==> config.mk <==
export PLATFORM = sky130hd
export DESIGN_NAME = prog_loader
export DESIGN_NICKNAME = d
export VERILOG_FILES = /design/src/rtl/prog_loader.sv
export SDC_FILE = /design/constraint.sdc
export NUM_CORES = 1
export LEC_CHECK = 0
export CORE_UTILIZATION = 35
export DETAILED_ROUTE_END_ITERATION = 6
export GPL_TIMING_DRIVEN = 0
export PLACE_DENSITY = 0.65
export SETUP_SLACK_MARGIN = 0.2
export SYNTH_ARGS = -nofsm -noshare
export SYNTH_HDL_FRONTEND = slang
export SYNTH_SLANG_ARGS = --single-unit
export TNS_END_PERCENT = 20
==> constraint.sdc <==
create_clock -name clk -period 7.9 [get_ports clk]
set_input_delay 1.58 -clock clk [delete_from_list [all_inputs] [get_ports clk]]
set_output_delay 1.58 -clock clk [all_outputs]
set_load 0.02 [all_outputs]
==> src/rtl/prog_loader.sv <==
// Program loader: receives a length-prefixed word frame, writes it into the control
// stage's program memory, starts a run and hands back the result. Optional macro: PROG_LOADER_CHECKSUM_EN.
module prog_loader (
  input  logic        clk,
  input  logic        nrst,
  input  logic        in_valid,
  input  logic [7:0]  in_data,
  output logic        in_ready,
  output logic        ctl_wr,
  output logic [9:0]  ctl_addr,
  output logic [15:0] ctl_datain,
  output logic        ctl_start,
  input  logic        ctl_ready,
  input  logic [15:0] ctl_out,
  output logic        res_valid,
  output logic [15:0] res_data,
  input  logic        res_ack,
  output logic        busy,
  output logic        err
);

`ifdef PROG_LOADER_CHECKSUM_EN
  typedef enum logic [3:0] {
    S_IDLE, S_LEN_HI, S_W_LO, S_W_HI, S_WRITE, S_START,
    S_WAIT_LOW, S_WAIT_HIGH, S_DONE, S_ERR, S_CHK
  } state_t;
`else
  typedef enum logic [3:0] {
    S_IDLE, S_LEN_HI, S_W_LO, S_W_HI, S_WRITE, S_START,
    S_WAIT_LOW, S_WAIT_HIGH, S_DONE, S_ERR
  } state_t;
`endif

  state_t      state, state_nx;
  logic [7:0]  len_lo;
  logic [9:0]  len;
  logic [9:0]  idx;
  logic [7:0]  lo, hi;
  logic        take;
  logic [15:0] n_full;
  logic        len_bad;
  logic        more;
`ifdef PROG_LOADER_CHECKSUM_EN
  logic [7:0]  csum;
`endif

  assign take    = in_valid & in_ready;
  assign n_full  = {in_data, len_lo};
  assign len_bad = (n_full == 16'd0) || (n_full > 16'd1000);
  assign more    = ({1'b0, idx} + 11'd1) < {1'b0, len};

  always_ff @(posedge clk or negedge nrst) begin
    if (!nrst) state <= S_IDLE;
    else       state <= state_nx;
  end

  always_comb begin
    state_nx = state;
    unique case (state)
      S_IDLE:      if (take) state_nx = S_LEN_HI;
      S_LEN_HI:    if (take) state_nx = len_bad ? S_ERR : S_W_LO;
      S_W_LO:      if (take) state_nx = S_W_HI;
      S_W_HI:      if (take) state_nx = S_WRITE;
      S_WRITE: begin
        if (ctl_ready) begin
`ifdef PROG_LOADER_CHECKSUM_EN
          state_nx = more ? S_W_LO : S_CHK;
`else
          state_nx = more ? S_W_LO : S_START;
`endif
        end
      end
`ifdef PROG_LOADER_CHECKSUM_EN
      S_CHK:       if (take) state_nx = (in_data == csum) ? S_START : S_ERR;
`endif
      S_START:     state_nx = S_WAIT_LOW;
      S_WAIT_LOW:  if (!ctl_ready) state_nx = S_WAIT_HIGH;
      S_WAIT_HIGH: if (ctl_ready) state_nx = S_DONE;
      S_DONE:      if (res_ack) state_nx = S_IDLE;
      S_ERR:       if (res_ack) state_nx = S_IDLE;
      default:     state_nx = S_IDLE;
    endcase
  end

  always_comb begin
    in_ready   = 1'b0;
    ctl_wr     = 1'b0;
    ctl_start  = 1'b0;
    res_valid  = 1'b0;
    err        = 1'b0;
    busy       = (state != S_IDLE);
    ctl_addr   = idx;
    ctl_datain = {hi, lo};
    unique case (state)
      S_IDLE, S_LEN_HI, S_W_LO, S_W_HI: in_ready = nrst;
`ifdef PROG_LOADER_CHECKSUM_EN
      S_CHK:   in_ready = nrst;
`endif
      S_WRITE: ctl_wr    = ctl_ready;
      S_START: ctl_start = 1'b1;
      S_DONE:  res_valid = 1'b1;
      S_ERR:   err       = 1'b1;
      default: ;
    endcase
  end

  // idx only advances while more words follow, so it never leaves 0..len-1
  always_ff @(posedge clk or negedge nrst) begin
    if (!nrst) begin
      len_lo   <= '0;
      len      <= '0;
      idx      <= '0;
      lo       <= '0;
      hi       <= '0;
      res_data <= '0;
`ifdef PROG_LOADER_CHECKSUM_EN
      csum     <= '0;
`endif
    end else begin
      unique case (state)
        S_IDLE: if (take) begin
          len_lo <= in_data;
          idx    <= '0;
`ifdef PROG_LOADER_CHECKSUM_EN
          csum   <= in_data;
`endif
        end
        S_LEN_HI: if (take) begin
          len  <= n_full[9:0];
`ifdef PROG_LOADER_CHECKSUM_EN
          csum <= csum ^ in_data;
`endif
        end
        S_W_LO: if (take) begin
          lo   <= in_data;
`ifdef PROG_LOADER_CHECKSUM_EN
          csum <= csum ^ in_data;
`endif
        end
        S_W_HI: if (take) begin
          hi   <= in_data;
`ifdef PROG_LOADER_CHECKSUM_EN
          csum <= csum ^ in_data;
`endif
        end
        S_WRITE:     if (ctl_ready && more) idx <= idx + 10'd1;
        S_WAIT_HIGH: if (ctl_ready) res_data <= ctl_out;
        S_DONE, S_ERR: if (res_ack) idx <= '0;
        default: ;
      endcase
    end
  end

endmodule

==> results.md <==
- RSZ-0062 raised after global routing: no
- Synth cell types: 46
- Fraction of layout cells with a size suffix above 1: 0.213
- Clock Tree Buf Depth: 2
- Core area: about 0.0087 mm²
- Largest area contributor in the netlist: dfrtp_1
- Ant diodes: 0
- WL/cell: 14.5 µm
- Area share of the largest cell type after synthesis: 0.506
- Nets: around 400
- Die area: 0.00943 mm²
- Synthesized area per cell: approximately 12 µm²
- Final Hold Viols: 0
- DRT Pass-1 Iters: 4
- TritonCTS clock tree: yes
- Total power: ~1.1 mW
- Number of flops mapped to enable cells by yosys: 0
- GRT Resource Usage Total: 0.155
- Worst VDD drop: 0.153 mV
- Arr. time, crit path: 3.14 ns
- Die X: approximately 97 µm
- Yosys reg bits: between 60 and 70
- I/O pin cnt: 77
- Peak Freq: 212 MHz
- Fin Setup TNS: 0 ns
- Post-CTS Setup Bufs: 0
- H-tree levels: 3
- Final worst slack: 3.18 ns
- First-pass GRT wire length: 11.7 mm
- CP Data Required Time: 6.32 ns
- Vias in the first global route: 2441
- Netlist Area Pre-Place: about 0.0032 mm²
- Number of clock buffers inserted by TritonCTS: 9
- Worst hold path type: reg2reg
- Sink Count: 64
- Top cells by area, synth: dfrtp_1 (51%), mux2_2 (17%), ha_1 (4.0%)
- Max-Cap Viols: 0
- Pre-CTS WS: between 3 and 4 ns
- CTS Hold Buffers Added: 0
- DPL Wire Length: 5.03 mm
- Final ANT Viol Nets: 0
- Startpoint types: primary input
- DRC violations left: 0
- Final Wtd Congestion: 0.798
- DRT Wirelength: 6.89 mm
- Vias per std cell: 5.05
- RR Startpoint: ctl_addr[0]$_DFFE_PN0P_
- Area Growth Syn to Fin: 33.5%
- Row count: 34
- Worst Setup SP: ctl_ready
- Synthesized instance count: 275
- Async SR Flop Fraction: 1.00
- Critical Path Sink Type: primary output
- CP max FO: 5
- Sequential-to-total area share from yosys stat: 0.506
- Syn_nets: 314
- Via count: ~2400
- Clock Tree Root: clkbuf_8
- Rel. slew slack: 0.453
- Count leader, synth: dfrtp_1
- # port buffers: 76
- Detailed Route Iter0 Violations: 94
- Clock skew: 0.00802 ns
- DP Cell Count: 459
- Crit path kind: in2out
- Die Y: 97.1 µm
- Synth cell count leaders: dfrtp_1 (64), mux2_2 (47), nand2_1 (25)
- Yosys warns: 0
- Worst slew pin tran: roughly 0.8 ns
- Outcome: finished, final reports clean
- Predominant post-synthesis flop cell: dfrtp_1
- CTS clk-pin slew, worst paths: 0.07 ns
- Starting Density: 0.363
- Cell area power density: 257 mW/mm²
- Min-delay src: res_data[15]$_DFFE_PN0P_
- GRT overflow: 0
- Clock Latency Late Sink: around 0.34 ns
- Largest net degree at the start of global routing: 68
- Leak pwr: 1.95 nW
- Final max-slew violation count: 0
- Final setup fails: 0
- Initial antenna violation count: 0
- Fin crit period: 4.72 ns
- Post-CTS Resized: 0
- Final period utilization: 0.598
- Finished Layout Cells: 475
flip-flops by register name, summed over array words and instances, names as in the netlist:
register / flops
lo: 8
len_lo: 8
res_data: 16
ctl_addr: 10
hi: 8
len: 10
state: 4
layer usage:
layer / track usage / wire length (µm) / share of wire / vias to the layer above
li1: - / - / - / 1149
met1: 0.199 / 3150 / 0.46 / 1168
met2: 0.235 / 3120 / 0.45 / 71
met3: 0.0669 / 533 / 0.077 / 10
met4: 0.0482 / 88 / 0.013 / 0
met5: 0 / 0 / 0 / -
critical path, cell delays in order:
cell and delay [ns]:
clkdlybuf4s50_1 0.54, and3_1 0.17, clkbuf_1 0.20, clkdlybuf4s50_1 0.65
worst paths after layout:
kind	to	slack, ns	depth (start not counted)
max	ctl_wr	3.18	4
min	res_data[15]$_DFFE_PN0P_	0.49	1
max reg2reg	ctl_addr[4]$_DFFE_PN0P_	4.89	11
min reg2reg	res_data[15]$_DFFE_PN0P_	0.49	1
max in group asynchronous	ctl_addr[9]$_DFFE_PN0P_	6.03	1
min in group asynchronous	hi[5]$_DFFE_PN0P_	1.34	1
cells in the final DEF, fill, tap and decap left out, types with 2 or more instances in the layout:
cell | synthesis | final
a21o_1 | 2 | 2
a21oi_1 | 7 | 7
a22o_1 | 2 | 2
and2_1 | 6 | 6
and3_1 | 5 | 5
and4_1 | 3 | 3
buf_2 | 5 | 5
buf_4 | 2 | 3
buf_6 | 2 | 2
clkbuf_1 | 1 | 3
clkbuf_8 | 0 | 9
clkdlybuf4s50_1 | 0 | 75
clkinv_2 | 0 | 2
clkinvlp_4 | 0 | 2
dfrtp_1 | 64 | 64
ha_1 | 10 | 10
inv_1 | 9 | 9
mux2_1 | 3 | 3
mux2_2 | 47 | 47
nand2_1 | 25 | 25
nand3_1 | 9 | 9
nand3b_1 | 3 | 3
nor2_1 | 11 | 11
nor2b_1 | 3 | 3
nor3_1 | 2 | 2
nor4_1 | 2 | 2
o21ai_0 | 13 | 13
o21ai_1 | 10 | 10
xnor2_1 | 4 | 4
xor2_1 | 5 | 5
layout make-up:
type / count / area, µm²
multi-input combinational: 192 / 1460
tap: 108 / 135
inverter: 9 / 33.8
fill: 817 / 4500
clock inverter: 5 / 33.8
timing repair buffer: 76 / 758
sequential: 64 / 1600
buffer: 10 / 66.3
clock buffer: 11 / 131
kinds of logic (layout without fill, tap and decap cells):
| group | after synthesis | in the layout | share of synthesized area |
|---|---|---|---|
| fa+ha+maj | 10 | 10 | 0.0395 |
| compound gates | 43 | 43 | 0.0834 |
| simple gates | 80 | 80 | 0.136 |
| buf+inv | 19 | 111 | 0.0316 |
| xor+xnor | 9 | 9 | 0.0249 |
| flops | 64 | 64 | 0.506 |
| mux | 50 | 50 | 0.178 |
through the flow:
stage	hold WS [ns]	util	cell area, µm²
2_1_floorplan	0.471	-	3160
3_3_place_gp	0.467	0.466	4060
3_5_place_dp	0.481	0.465	4060
4_1_cts	0.498	0.484	4220
5_1_grt	0.525	0.484	4220
6_report	0.494	0.484	4220
where the power goes:
group / total, mW / internal [mW] / switching, mW
clock network: 0.243 / 0.113 / 0.129
registers: 0.456 / 0.406 / 0.0502
logic: 0.386 / 0.196 / 0.190
No activity file was read; power rests on OpenSTA's default activity.
